### config.mk
export PLATFORM = sky130hd
export DESIGN_NAME = pia_port_pair
export DESIGN_NICKNAME = d
export VERILOG_FILES = /design/src/rtl/pia_port_pair.sv
export SDC_FILE = /design/constraint.sdc
export NUM_CORES = 1
export LEC_CHECK = 0
export ABC_CLOCK_PERIOD_IN_PS = 4450
export CORE_AREA = 5 5 97 99
export CTS_BUF_LIST = sky130_fd_sc_hd__clkbuf_4 sky130_fd_sc_hd__clkbuf_8
export DETAILED_ROUTE_END_ITERATION = 8
export DIE_AREA = 0 0 102 104
export PLACE_DENSITY = 0.75
export SLEW_MARGIN = 5
export SYNTH_ARGS = -nofsm -noshare
export SYNTH_HDL_FRONTEND = slang
export SYNTH_SLANG_ARGS = --single-unit
### constraint.sdc
create_clock -name clock_i -period 4.45 [get_ports clock_i]
set_clock_uncertainty 0.15 [all_clocks]
set_input_delay 1.335 -clock clock_i [delete_from_list [all_inputs] [get_ports clock_i]]
set_output_delay 1.335 -clock clock_i [all_outputs]
set_load 0.03 [all_outputs]
### src/rtl/pia_port_pair.sv
// pia_port_pair: two-sided 6520-style PIA core with width-parametrised ports,
// synchronised C1/C2 edge interrupts and handshake / timed-pulse / manual C2 outputs.

// One PIA side: DDR, OR, CR, interrupt flags and the C2 output sequencer.
module pia_side #(
    parameter int unsigned PORT_WIDTH   = 8,
    parameter int unsigned SYNC_STAGES  = 2,
    parameter int unsigned PULSE_CYCLES = 64,
    parameter bit          IS_B         = 1'b0
) (
    input  logic                  clock_i,
    input  logic                  reset_n_i,
    input  logic                  sel_port,
    input  logic                  sel_cr,
    input  logic                  rd,
    input  logic                  wr,
    input  logic [PORT_WIDTH-1:0] data_i,
    input  logic [PORT_WIDTH-1:0] pins_i,
    input  logic                  c1_i,
    input  logic                  c2_i,
    output logic [PORT_WIDTH-1:0] port_rd_c,
    output logic [PORT_WIDTH-1:0] cr_rd_c,
    output logic [PORT_WIDTH-1:0] or_o,
    output logic [PORT_WIDTH-1:0] ddr_o,
    output logic                  c2_o,
    output logic                  c2_oe_o,
    output logic                  irq_n_o
);

    localparam int unsigned CW = (PULSE_CYCLES > 1) ? $clog2(PULSE_CYCLES) : 1;

    typedef enum logic [1:0] {
        C2_IDLE,
        C2_HS_LOW,
        C2_PULSE,
        C2_MANUAL
    } c2_state_t;

    logic [PORT_WIDTH-1:0]  or_q;
    logic [PORT_WIDTH-1:0]  ddr_q;
    logic [5:0]             cr_q;
    logic [5:0]             cr_nx;
    logic                   irq1_q;
    logic                   irq2_q;
    logic                   irq_n_q;
    logic                   c2_q;
    logic                   c2_nx;
    logic [SYNC_STAGES-1:0] c1_sync;
    logic [SYNC_STAGES-1:0] c2_sync;
    logic                   c1_prev;
    logic                   c2_prev;
    logic                   c1_edge;
    logic                   c2_edge;
    logic                   cr_write;
    logic                   or_write;
    logic                   or_read;
    logic                   trigger;
    c2_state_t              state_q;
    c2_state_t              state_nx;
    logic [CW-1:0]          cnt_q;
    logic [CW-1:0]          cnt_nx;

    // A side triggers C2 on reading ORA, B side on writing ORB; a write masks a simultaneous read.
    assign cr_write = wr & sel_cr;
    assign or_write = wr & sel_port & cr_q[2];
    assign or_read  = rd & ~wr & sel_port & cr_q[2];
    assign trigger  = IS_B ? or_write : or_read;

    assign c1_edge = cr_q[1] ? (c1_sync[SYNC_STAGES-1] & ~c1_prev)
                             : (~c1_sync[SYNC_STAGES-1] & c1_prev);
    assign c2_edge = cr_q[4] ? (c2_sync[SYNC_STAGES-1] & ~c2_prev)
                             : (~c2_sync[SYNC_STAGES-1] & c2_prev);

    // Read data: B side mixes output register with input pins, A side returns raw pins.
    assign port_rd_c = cr_q[2] ? (IS_B ? ((or_q & ddr_q) | (pins_i & ~ddr_q)) : pins_i)
                               : ddr_q;
    assign cr_rd_c   = PORT_WIDTH'({irq1_q, irq2_q, cr_q});

    assign or_o    = or_q;
    assign ddr_o   = ddr_q;
    assign c2_o    = c2_q;
    assign c2_oe_o = cr_q[5];
    assign irq_n_o = irq_n_q;

    // Data direction and output register writes.
    always_ff @(posedge clock_i or negedge reset_n_i) begin
        if (!reset_n_i) begin
            or_q  <= '0;
            ddr_q <= '0;
        end else if (wr && sel_port) begin
            if (cr_q[2]) begin
                or_q <= data_i;
            end else begin
                ddr_q <= data_i;
            end
        end
    end

    // Input synchronisers plus one-flop edge history; idle-high so reset raises no edge.
    always_ff @(posedge clock_i or negedge reset_n_i) begin
        if (!reset_n_i) begin
            c1_sync <= '1;
            c2_sync <= '1;
            c1_prev <= 1'b1;
            c2_prev <= 1'b1;
        end else begin
            c1_sync[0] <= c1_i;
            c2_sync[0] <= c2_i;
            for (int i = 1; i < SYNC_STAGES; i++) begin
                c1_sync[i] <= c1_sync[i-1];
                c2_sync[i] <= c2_sync[i-1];
            end
            c1_prev <= c1_sync[SYNC_STAGES-1];
            c2_prev <= c2_sync[SYNC_STAGES-1];
        end
    end

    // Interrupt flags: an edge in the same cycle as the clearing read wins.
    always_ff @(posedge clock_i or negedge reset_n_i) begin
        if (!reset_n_i) begin
            irq1_q <= 1'b0;
            irq2_q <= 1'b0;
        end else begin
            if (c1_edge) begin
                irq1_q <= 1'b1;
            end else if (or_read) begin
                irq1_q <= 1'b0;
            end
            if (c2_edge && !cr_q[5]) begin
                irq2_q <= 1'b1;
            end else if (or_read) begin
                irq2_q <= 1'b0;
            end
        end
    end

    // Registered active-low interrupt request.
    always_ff @(posedge clock_i or negedge reset_n_i) begin
        if (!reset_n_i) begin
            irq_n_q <= 1'b1;
        end else begin
            irq_n_q <= ~((irq1_q & cr_q[0]) | (irq2_q & cr_q[3] & ~cr_q[5]));
        end
    end

    // C2 sequencer state, pulse counter, control register and C2 pin register.
    always_ff @(posedge clock_i or negedge reset_n_i) begin
        if (!reset_n_i) begin
            state_q <= C2_IDLE;
            cnt_q   <= '0;
            cr_q    <= '0;
            c2_q    <= 1'b1;
        end else begin
            state_q <= state_nx;
            cnt_q   <= cnt_nx;
            cr_q    <= cr_nx;
            c2_q    <= c2_nx;
        end
    end

    // Next state: a C2 mode change aborts any handshake or pulse in progress.
    always_comb begin
        state_nx = state_q;
        cnt_nx   = cnt_q;
        cr_nx    = cr_q;
        c2_nx    = c2_q;

        if (cr_write) begin
            cr_nx = data_i[5:0];
        end

        if (cr_write && (data_i[5:3] != cr_q[5:3])) begin
            cnt_nx   = '0;
            state_nx = (data_i[5] && data_i[4]) ? C2_MANUAL : C2_IDLE;
        end else begin
            unique case (state_q)
                C2_IDLE: begin
                    if (cr_q[5] && cr_q[4]) begin
                        state_nx = C2_MANUAL;
                    end else if (cr_q[5] && trigger) begin
                        if (cr_q[3]) begin
                            state_nx = C2_PULSE;
                            cnt_nx   = CW'(PULSE_CYCLES - 1);
                        end else begin
                            state_nx = C2_HS_LOW;
                        end
                    end
                end
                C2_HS_LOW: begin
                    if (c1_edge) begin
                        state_nx = C2_IDLE;
                    end
                end
                C2_PULSE: begin
                    if (trigger) begin
                        cnt_nx = CW'(PULSE_CYCLES - 1);
                    end else if (cnt_q == '0) begin
                        state_nx = C2_IDLE;
                    end else begin
                        cnt_nx = cnt_q - CW'(1);
                    end
                end
                C2_MANUAL: begin
                    state_nx = C2_MANUAL;
                end
                default: begin
                    state_nx = C2_IDLE;
                end
            endcase
        end

        if (!cr_nx[5]) begin
            state_nx = C2_IDLE;
        end

        unique case (state_nx)
            C2_HS_LOW: c2_nx = 1'b0;
            C2_PULSE:  c2_nx = 1'b0;
            C2_MANUAL: c2_nx = cr_nx[3];
            default:   c2_nx = 1'b1;
        endcase
    end

endmodule

// Top: register-select decode and read mux over the two sides.
module pia_port_pair #(
    parameter int unsigned PORT_WIDTH   = 8,
    parameter int unsigned SYNC_STAGES  = 2,
    parameter int unsigned PULSE_CYCLES = 64
) (
    input  logic                  clock_i,
    input  logic                  reset_n_i,
    input  logic [1:0]            rs_i,
    input  logic                  rd_strobe_i,
    input  logic                  wr_strobe_i,
    input  logic [PORT_WIDTH-1:0] data_i,
    output logic [PORT_WIDTH-1:0] data_o,
    input  logic [PORT_WIDTH-1:0] pa_i,
    input  logic [PORT_WIDTH-1:0] pb_i,
    output logic [PORT_WIDTH-1:0] pa_o,
    output logic [PORT_WIDTH-1:0] pb_o,
    output logic [PORT_WIDTH-1:0] pa_oe_o,
    output logic [PORT_WIDTH-1:0] pb_oe_o,
    input  logic                  ca1_i,
    input  logic                  cb1_i,
    input  logic                  ca2_i,
    input  logic                  cb2_i,
    output logic                  ca2_o,
    output logic                  cb2_o,
    output logic                  ca2_oe_o,
    output logic                  cb2_oe_o,
    output logic                  irqa_n_o,
    output logic                  irqb_n_o
);

    logic [PORT_WIDTH-1:0] a_port_rd;
    logic [PORT_WIDTH-1:0] a_cr_rd;
    logic [PORT_WIDTH-1:0] b_port_rd;
    logic [PORT_WIDTH-1:0] b_cr_rd;

    pia_side #(
        .PORT_WIDTH  (PORT_WIDTH),
        .SYNC_STAGES (SYNC_STAGES),
        .PULSE_CYCLES(PULSE_CYCLES),
        .IS_B        (1'b0)
    ) u_side_a (
        .clock_i  (clock_i),
        .reset_n_i(reset_n_i),
        .sel_port (rs_i == 2'd0),
        .sel_cr   (rs_i == 2'd1),
        .rd       (rd_strobe_i),
        .wr       (wr_strobe_i),
        .data_i   (data_i),
        .pins_i   (pa_i),
        .c1_i     (ca1_i),
        .c2_i     (ca2_i),
        .port_rd_c(a_port_rd),
        .cr_rd_c  (a_cr_rd),
        .or_o     (pa_o),
        .ddr_o    (pa_oe_o),
        .c2_o     (ca2_o),
        .c2_oe_o  (ca2_oe_o),
        .irq_n_o  (irqa_n_o)
    );

    pia_side #(
        .PORT_WIDTH  (PORT_WIDTH),
        .SYNC_STAGES (SYNC_STAGES),
        .PULSE_CYCLES(PULSE_CYCLES),
        .IS_B        (1'b1)
    ) u_side_b (
        .clock_i  (clock_i),
        .reset_n_i(reset_n_i),
        .sel_port (rs_i == 2'd2),
        .sel_cr   (rs_i == 2'd3),
        .rd       (rd_strobe_i),
        .wr       (wr_strobe_i),
        .data_i   (data_i),
        .pins_i   (pb_i),
        .c1_i     (cb1_i),
        .c2_i     (cb2_i),
        .port_rd_c(b_port_rd),
        .cr_rd_c  (b_cr_rd),
        .or_o     (pb_o),
        .ddr_o    (pb_oe_o),
        .c2_o     (cb2_o),
        .c2_oe_o  (cb2_oe_o),
        .irq_n_o  (irqb_n_o)
    );

    // Combinational register read mux.
    always_comb begin
        data_o = '0;
        unique case (rs_i)
            2'd0:    data_o = a_port_rd;
            2'd1:    data_o = a_cr_rd;
            2'd2:    data_o = b_port_rd;
            default: data_o = b_cr_rd;
        endcase
    end

endmodule

## Yosys cells after proc, flatten, opt, wreduce, memory -nomap -nowiden

Index checks and enable logic that the tools add are counted.

| word-level totals | value |
|---|---|
| input port bits | 34 |
| register bits after elaboration | 80 |

| cells by class | value |
|---|---|
| eq/ne operators | 25 |
| add/sub/neg operators | 2 |
| mux-type cells | 50 |
| bitwise logic cells | 44 |
| reduce and logical (&&, ||, !) cells | 32 |

Operators with widths:

| operator | number |
|---|---|
| 6-bit two-way mux | 14 |
| 2-bit two-way mux | 17 |
| 6-bit one-hot mux with 2 select lines | 2 |
| 8-bit one-hot mux with 3 select lines | 1 |
| 1-bit bitwise AND | 23 |
| 2-bit equality test (second input constant) | 10 |
| 8-bit bitwise AND | 2 |
| 8-bit two-way mux | 2 |
| 2-bit one-hot mux with 4 select lines | 2 |
| 1-bit NOT | 15 |
| 6-bit logical NOT | 2 |
| 3-bit by 1-bit != test with 1-bit output (second input constant) | 4 |
| 6-bit by 1-bit subtractor with 6-bit output (second input constant) | 2 |
| 1-bit logical AND | 11 |
| 2-bit by 1-bit equality test with 1-bit output (second input constant) | 5 |
| 1-bit two-way mux | 10 |
| 5-bit AND reduction | 2 |
| 4-bit by 2-bit != test with 1-bit output (second input constant) | 2 |
| 8-bit NOT | 1 |
| 8-bit bitwise OR | 1 |
| 2-bit AND reduction | 4 |
| 2-bit nonzero test | 4 |
| 2-bit logical NOT | 3 |
| 3-bit by 2-bit != test with 1-bit output (second input constant) | 2 |
| 6 further kinds | 12 |

## Logic depth before layout (Yosys ltp)

Gate-level depths: netlist of the first run.

| depth | value |
|---|---|
| word-level depth | 13 |
| mapped depth | 10 |
| gate-level depth less buffers | 9 |

## By module

A second synthesis of the first run with hierarchy kept.

| second synthesis, totals | value |
|---|---|
| cells, all modules | 332 |
| area, all modules | 3,946.3 µm² |

By module, submodules not included:

| module | instances | cells each | sequential area each (µm²) | area an instance (µm²) |
|---|---|---|---|---|
| pia_side at u_side_b | 1 | 174 | 1,011.0 | 1,865.5 |
| pia_side at u_side_a | 1 | 144 | 1,011.0 | 1,849.3 |
| pia_port_pair | 1 | 14 | 0.0 | 231.5 |

## Worst setup path before layout of the first run

No wires, ideal clock.

| timing path | value |
|---|---|
| path type | input to output |
| start | input port rs_i[1] |
| end | output port data_o[2] |
| path buffers | 2 |
| path slack | 0.325 ns |
| data arrival time | 2.640 ns |
| cell stages on the path | 4 |
| required time | 2.965 ns |
| cells stage by stage | buf_4 > buf_2 > mux2i_1 > a211oi_1 |

| between the ends | value |
|---|---|
| word-level cells in the longest chain between the ends | 2 |
| elaborated cells on any way between the ends | 4 |

Ends and longest elaborated chain:

| item | RTL line | RTL |
|---|---|---|
| from (decl) | 234 | `input logic [1:0] rs_i,` |
| 2-bit equality test, or another cell as far along | 315 | `unique case (rs_i)` |
| 8-bit one-hot mux with 3 select lines (*) | 315 |  |
| to (decl) | 238 | `output logic [PORT_WIDTH-1:0] data_o,` |

Every way passes the cells marked *; elsewhere a longest branch is shown, timed or not.

## Worst setup path after layout of the first run

| timing path | value |
|---|---|
| start | input port rs_i[1] |
| end | output port data_o[1] |

Same word-level chain as after synthesis.

==> results of run 1 <==
==> final timing paths <==
| check | start | end | slack [ns] |
|---|---|---|---|
| min reg2reg | u_side_b.c2_sync[0] | u_side_b.c2_sync[1] | 0.21 |
| min | u_side_b.c2_sync[0] | u_side_b.c2_sync[1] | 0.21 |
| max | rs_i[1] | data_o[1] | 0.09 |
| min in group asynchronous | reset_n_i | u_side_b.or_o[4] | 0.96 |
| max in group asynchronous | reset_n_i | u_side_a.cr_q[0] | 2.53 |
| max reg2reg | u_side_b.cr_q[2] | u_side_b.c2_o | 1.86 |
==> registers in the layout, indices dropped and copies added (netlist names), 6 cells and up <==
name / count
u_side_a.ddr_o: 8
u_side_b.cr_q: 6
u_side_a.or_o: 8
u_side_b.ddr_o: 8
u_side_a.cr_q: 6
u_side_a.cnt_q: 6
u_side_b.cnt_q: 6
u_side_b.or_o: 8
==> final cells by class <==
class,count,area share [%]
tap,108,2.66
inverter,21,1.55
sequential,80,39.9
timing repair buffer,87,17.0
multi-input combinational,227,35.4
clock inverter,7,1.11
clock buffer,9,2.44
==> stage by stage <==
step	setup slack (ns)	hold slack, ns	instance area, um^2
2_1_floorplan	0.325	0.195	3990
3_3_place_gp	-0.144	0.197	4900
3_5_place_dp	-0.152	0.198	4900
4_1_cts	0.0839	0.211	5070
5_1_grt	0.0393	0.219	5070
6_report	0.0867	0.211	5070
==> cells in the final DEF (no fill, tap or decap), types with 3 or more instances in the layout <==
| cell type | count |
|---|---|
| a211oi_1 | 5 |
| nor2_1 | 21 |
| and3_1 | 3 |
| a31oi_1 | 12 |
| or3_1 | 3 |
| clkinv_4 | 3 |
| dfrtp_1 | 64 |
| dlygate4sd2_1 | 7 |
| clkdlybuf4s50_1 | 70 |
| nand2b_1 | 6 |
| buf_4 | 8 |
| mux2_1 | 3 |
| a311oi_1 | 6 |
| nand3_1 | 6 |
| o21a_1 | 4 |
| mux4_2 | 7 |
| mux2_2 | 44 |
| ha_1 | 6 |
| a21oi_1 | 25 |
| o21ai_0 | 4 |
| nand3b_1 | 4 |
| xor2_1 | 3 |
| xnor2_1 | 3 |
| nand2_1 | 23 |
| dfstp_2 | 16 |
| nor3_1 | 7 |
| clkbuf_8 | 9 |
| inv_1 | 20 |
| nor3b_1 | 3 |
==> cell usage after synthesis (2+ instances only) <==
cell,instances,area [um^2]
mux2_1,3,33.8
mux2i_1,2,20.0
o21a_1,4,30.0
xor2_1,3,26.3
buf_2,11,55.1
mux2_2,44,495
nor2_1,21,78.8
a211oi_1,5,37.5
inv_1,20,75.1
nand4_1,2,12.5
o21ai_0,4,20.0
and3_1,3,18.8
nand3b_1,4,30.0
a21oi_1,25,125
mux4_2,7,158
nand3_1,6,30.0
nor2_2,2,12.5
clkbuf_1,5,18.8
xnor2_1,3,26.3
o31a_1,2,17.5
nor2b_1,2,12.5
or3_1,3,18.8
nand2_1,23,86.3
a31oi_1,12,75.1
a311oi_1,6,52.6
nor3_1,7,35.0
nor3b_1,3,22.5
ha_1,6,75.1
buf_4,2,15.0
nand2b_1,6,37.5
dfstp_2,16,420
dfrtp_1,64,1600
==> worst max-delay path: cells and delay by family <==
| family | cells | cell delay [ns] |
|---|---|---|
| mux | 1 | 0.51 |
| buf+inv | 3 | 1.03 |
==> per-layer routing <==
metal / up-vias / part of all wire [%]
met4: 0 / 1.8
met2: 116 / 45
met5: - / 0
met3: 12 / 8.8
li1: 1407 / -
met1: 1464 / 44
==> logic make-up (layout without fill, tap and decap cells) <==
kind of cell | Yosys count | after routing
compound gates | 67 | 67
xor+xnor | 6 | 6
fa+ha+maj | 6 | 6
buf+inv | 41 | 124
flops | 80 | 80
mux | 56 | 56
simple gates | 92 | 92
==> power groups by stage <==
| stage | logic [mW] | clock network [mW] | registers, mW |
|---|---|---|---|
| floorplan | 0.520 | 0 | 1.30 |
| global placement | 1.09 | 0 | 1.14 |
| detailed placement | 1.11 | 0 | 1.15 |
| CTS | 1.10 | 0.496 | 1.14 |
| global route | 1.19 | 0.535 | 1.18 |
| finish | 1.10 | 0.482 | 1.14 |
==> repair_timing <==
action                                  CTS  global route
endpoints found under the setup margin    7             0
hold buffers                              0             0
gates resized for setup                   7             0
==> results.sh, run 1 <==
export IMPL_drive_above_1_share_pct=24.1
export IMPL_yosysSeqAreaShare_pct=50.7
export IMPL_die_h_um=104
export IMPL_ys_ff_latch=80
export IMPL_postSynthAreaPerCell_um2=11.5
export IMPL_multi_input_area_um2=1790
export IMPL_initialDrtViolationCount=152
export IMPL_crit_chain="clkdlybuf4s50_1 -> buf_12 -> mux4_2 -> dlygate4sd2_1"
export IMPL_ys_async_sr_fraction_pct=100
export IMPL_worst_pin_slew_ns=0.988
export IMPL_crit_slowest_cell="mux4_2"
export IMPL_final_setup_viol_count=0
export IMPL_fillers=699
export IMPL_switchingPower_mw=1.07
export IMPL_p_int_mw=1.65
export IMPL_worstHoldPathCells=0
export IMPL_pwr_share_clk_pct=17.7
export IMPL_grtUsageMet3_pct=4.76
export IMPL_p_total_mw=2.72
export IMPL_overflow=0
export IMPL_status="completed"
export IMPL_synth_edff_count=0
export IMPL_ys_types=54
export IMPL_grt_use_met1_pct=26.8
export IMPL_ff2ff_path_depth=6
export IMPL_htree_num_levels=3
export IMPL_cts_root_buf="clkbuf_8"
export IMPL_num_vias=2999
export IMPL_power_share_switching_pct=39.2
export IMPL_coreArea_um2=8470
export IMPL_fin_setup_tns_ns=0
export IMPL_antenna_found_initial=0
export IMPL_die_w_um=102
export IMPL_critPathMaxStageDelay_ns=0.51
export IMPL_ys_flop_type="dfrtp_1"
export IMPL_pwr_share_comb_pct=40.3
export IMPL_power_frac_seq_pct=42.0
export IMPL_period_minus_slack_ns=4.36
export IMPL_register_area_um2=2020
export IMPL_cts_tree="built"
export IMPL_cp_data_arrival_time_ns=2.88
export IMPL_drc_errors=0
export IMPL_synth_area_um2=3990
export IMPL_drv_slew=0
export IMPL_grt_pass1_vias=3003
export IMPL_rows=34
export IMPL_synthMuxAreaShare_pct=17.7
export IMPL_insertion_delay_ns=0.35
export IMPL_final_cells=539
export IMPL_rsz0062_at_grt="no"
export IMPL_power_leakage_nw=2.12
export IMPL_area_growth_pct=27.1
export IMPL_period_share_pct=98.1
export IMPL_ys_warnings_count=0
export IMPL_port_buffers=79
export IMPL_synth_compound_area_share_pct=11.1
export IMPL_initial_utilization_pct=47.1
export IMPL_clockBufferDepth=2
export IMPL_hold_path_class="reg2reg"
export IMPL_nNetsFinal=466
export IMPL_die_area_um2=10600
export IMPL_viasPerCell=5.56
export IMPL_critPathCaptureType="output pin"
export IMPL_grt_util_all_layers_pct=19.0
export IMPL_place_inst=523
export IMPL_fmax_mhz=229
export IMPL_power_density_nw_per_um2=537
export IMPL_synth_top_family_by_area="multiplexers"
export IMPL_postLayoutCoreUtil_pct=59.9
export IMPL_syn_nets=388
export IMPL_grt_util_met2_pct=28.7
export IMPL_finalHoldViolCount=0
export IMPL_cts_setup_buffers=0
export IMPL_num_antenna_cells=0
export IMPL_startpoint_type="primary input"
export IMPL_gp_congestion=0.810
export IMPL_required_ns=2.96
export IMPL_io_pins=80
export IMPL_crit_type="in2out"
export IMPL_hpwl_um=7080
export IMPL_netlist_instances=348
export IMPL_yosys_area_share_simple_pct=12.8
export IMPL_grt_pass1_wl_um=15700
export IMPL_post_synth_xor_area_fraction_pct=1.32
export IMPL_crit_fanout=9
export IMPL_peakVddDrop_mv=0.334
export IMPL_numCtsBuffers=9
export IMPL_avgRoutedWirePerCell_um=17.9
export IMPL_max_cap_viol_count=0
export IMPL_grt_busiest_layer="met2"
export IMPL_drtPass1Iterations=4
export IMPL_ant_nets=0
export IMPL_drt_wl_total_um=9640
export IMPL_synthAdderAreaFrac_pct=1.88
export IMPL_slew_headroom_pct=34.1
export IMPL_clk_pin_slew_ns=0.08
export IMPL_cts_sinks=80
export IMPL_grt_max_degree=81
(Power assumes the default switching activity.)
==> run 2, diff against run 1 <==
--- a/config.mk
+++ b/config.mk
@@ -6,11 +6,12 @@
 export NUM_CORES = 1
 export LEC_CHECK = 0
 export ABC_CLOCK_PERIOD_IN_PS = 4450
-export CORE_AREA = 5 5 97 99
+export CORE_AREA = 5 5 80 119
 export CTS_BUF_LIST = sky130_fd_sc_hd__clkbuf_4 sky130_fd_sc_hd__clkbuf_8
 export DETAILED_ROUTE_END_ITERATION = 8
-export DIE_AREA = 0 0 102 104
+export DIE_AREA = 0 0 85 124
 export PLACE_DENSITY = 0.75
+export RECOVER_POWER = 25
 export SLEW_MARGIN = 5
 export SYNTH_ARGS = -nofsm -noshare
 export SYNTH_HDL_FRONTEND = slang
==> run 2 against run 1 <==
The run now ends with capacitance limit, slew limit left. Cell count is 0.37% higher. Total power rose by 6.7%. Combinational power hardly changed. Core utilization grew 1.9 points. Register-to-register slack worse by 0.11 ns. Count of clock-buffer cells in the layout unchanged. Non-clock buffer count grew 3. Hold slack better by 0.0012 ns. Critical path type unchanged.
==> results.sh, run 2 (synthesis results as in run 1) <==
export IMPL_drtPass1Iterations=4
export IMPL_finalHoldViolCount=0
export IMPL_ant_nets=0
export IMPL_violations="capacitance limit, slew limit"
export IMPL_drc_errors=0
export IMPL_io_pins=80
export IMPL_r2r_end="u_side_b.c2_o"
export IMPL_insertion_delay_ns=0.36
export IMPL_grt_busiest_layer="met2"
export IMPL_clockBufferDepth=2
export IMPL_crit_fanout=9
export IMPL_drt_wl_total_um=10000
export IMPL_grt_pass1_vias=3175
export IMPL_initial_utilization_pct=48.0
export IMPL_rr_startpoint="u_side_b.cr_q[2]"
export IMPL_fin_hold_ws_ns=0.212
export IMPL_crit_type="in2out"
export IMPL_num_antenna_cells=0
export IMPL_grt_util_all_layers_pct=20.1
export IMPL_grt_pass1_wl_um=16600
export IMPL_initialDrtViolationCount=208
export IMPL_clk_pin_slew_ns=0.08
export IMPL_power_density_nw_per_um2=565
export IMPL_pre_cts_ws_ns=-0.155
export IMPL_finalWorstSetupSlack_ns=0.0758
export IMPL_drive_above_1_share_pct=24.4
export IMPL_nNetsFinal=469
export IMPL_num_vias=3066
export IMPL_fin_area_um2=5140
export IMPL_status="complete, but fails checks"
export IMPL_max_cap_viol_count=1
export IMPL_power_leakage_nw=2.16
export IMPL_hpwl_um=7250
export IMPL_peakVddDrop_mv=0.349
export IMPL_layout_commonest_cell="clkdlybuf4s50_1"
export IMPL_worst_pin_slew_ns=1.96
export IMPL_min_to="u_side_a.c2_sync[1]"
export IMPL_viasPerCell=5.67
export IMPL_placed_cell_area_um2=4900
export IMPL_fillers=705
export IMPL_period_minus_slack_ns=4.37
export IMPL_power_frac_seq_pct=39.1
export IMPL_cts_tree="built"
export IMPL_grt_util_met2_pct=34.3
export IMPL_area_growth_pct=28.7
export IMPL_avgRoutedWirePerCell_um=18.5
export IMPL_fmax_mhz=229
export IMPL_final_cell_mix="66 x clkdlybuf4s50_1, 64 x dfrtp_1, 44 x mux2_2"
export IMPL_final_setup_viol_count=0
export IMPL_p_int_mw=1.82
export IMPL_slew_headroom_pct=-30.8
export IMPL_cts_setup_buffers=0
export IMPL_switchingPower_mw=1.08
export IMPL_worstHoldPathCells=0
export IMPL_grt_use_met1_pct=24.9
export IMPL_grt_max_degree=81
export IMPL_overflow=0
export IMPL_critPathCaptureType="output pin"
export IMPL_hp_start="u_side_a.c2_sync[0]"
export IMPL_die_area_um2=10500
export IMPL_required_ns=2.96
export IMPL_startpoint_type="primary input"
export IMPL_p_total_mw=2.90
export IMPL_htree_num_levels=3
export IMPL_pwr_share_clk_pct=22.3
export IMPL_cts_root_buf="clkbuf_8"
export IMPL_cp_data_arrival_time_ns=2.89
export IMPL_r2r_slack_ns=1.75
export IMPL_cts_sinks=80
export IMPL_numCtsBuffers=9
export IMPL_coreArea_um2=8310
export IMPL_period_share_pct=98.3
export IMPL_die_h_um=124
export IMPL_gp_congestion=0.849
export IMPL_antenna_found_initial=0
export IMPL_rsz0062_at_grt="no"
export IMPL_power_share_switching_pct=37.3
export IMPL_grtUsageMet3_pct=3.71
export IMPL_fin_setup_tns_ns=0
export IMPL_rows=41
export IMPL_ff2ff_path_depth=6
export IMPL_port_buffers=79
export IMPL_drv_slew=81
export IMPL_die_w_um=85
export IMPL_pwr_share_comb_pct=38.6
export IMPL_hold_path_class="reg2reg"
==> run 2: cell count changes in the layout (fill, tap and decap cells not counted), moves of 2 or more <==
cell             change
dlygate4sd2_1        -3
clkdlybuf4s50_1      -4
dfstp_2              -4
inv_6                -2
dlygate4sd3_1        +4
dfstp_1              +4
bufinv_16            +3
buf_4                +6
==> run 2: cell type report <==
class                      count  area (um^2)  share of cell area, %
timing repair buffer          90          866                   16.9
clock inverter                 7          120                   2.34
inverter                      21         78.8                   1.53
multi-input combinational    227         1790                   34.9
sequential                    80         2020                   39.4
tap                          107          134                   2.61
clock buffer                   9          124                   2.41
==> run 2: metrics by stage <==
| stage | instances | util [%] |
|---|---|---|
| 3_5_place_dp | 525 | 59.0 |
| 4_1_cts | 541 | 61.8 |
| 5_1_grt | 541 | 61.8 |
| 2_1_floorplan | 348 | - |
| 6_report | 541 | 61.8 |
| 3_3_place_gp | 525 | 59.0 |
==> run 2: timing repair <==
| action | CTS | global route |
|---|---|---|
| hold buffers | 0 | 0 |
| gates resized for setup | 4 | 0 |
| endpoints found under the setup margin | 4 | 0 |
==> run 2: worst max path at each step <==
stage             from         to  depth (start not counted)
2_1_floorplan  rs_i[1]  data_o[2]                          4
3_3_place_gp   rs_i[1]  data_o[1]                          4
3_5_place_dp   rs_i[1]  data_o[5]                          4
4_1_cts        rs_i[1]  data_o[6]                          4
5_1_grt        rs_i[0]  data_o[2]                          8
6_report       rs_i[1]  data_o[6]                          4
==> run 2: layer usage <==
layer | wire [um] | vias up
met5 | 0 | -
met3 | 491 | 20
li1 | - | 1416
met2 | 5100 | 93
met1 | 4170 | 1537
met4 | 238 | 0
==> run 2: worst max-delay path: stages <==
cell             delay, ns
clkdlybuf4s50_1       0.51
buf_12                0.16
mux4_2                0.51
dlygate4sd2_1         0.37
==> run 2: power by group through the flow <==
| stage | Clock [mW] | Combinational [mW] | Sequential (mW) |
|---|---|---|---|
| after global routing | 0.685 | 1.21 | 1.17 |
| after detailed placement | 0 | 1.13 | 1.15 |
| after CTS | 0.657 | 1.13 | 1.13 |
| after floorplan | 0 | 0.520 | 1.30 |
| after global placement | 0 | 1.10 | 1.14 |
| final | 0.647 | 1.12 | 1.13 |
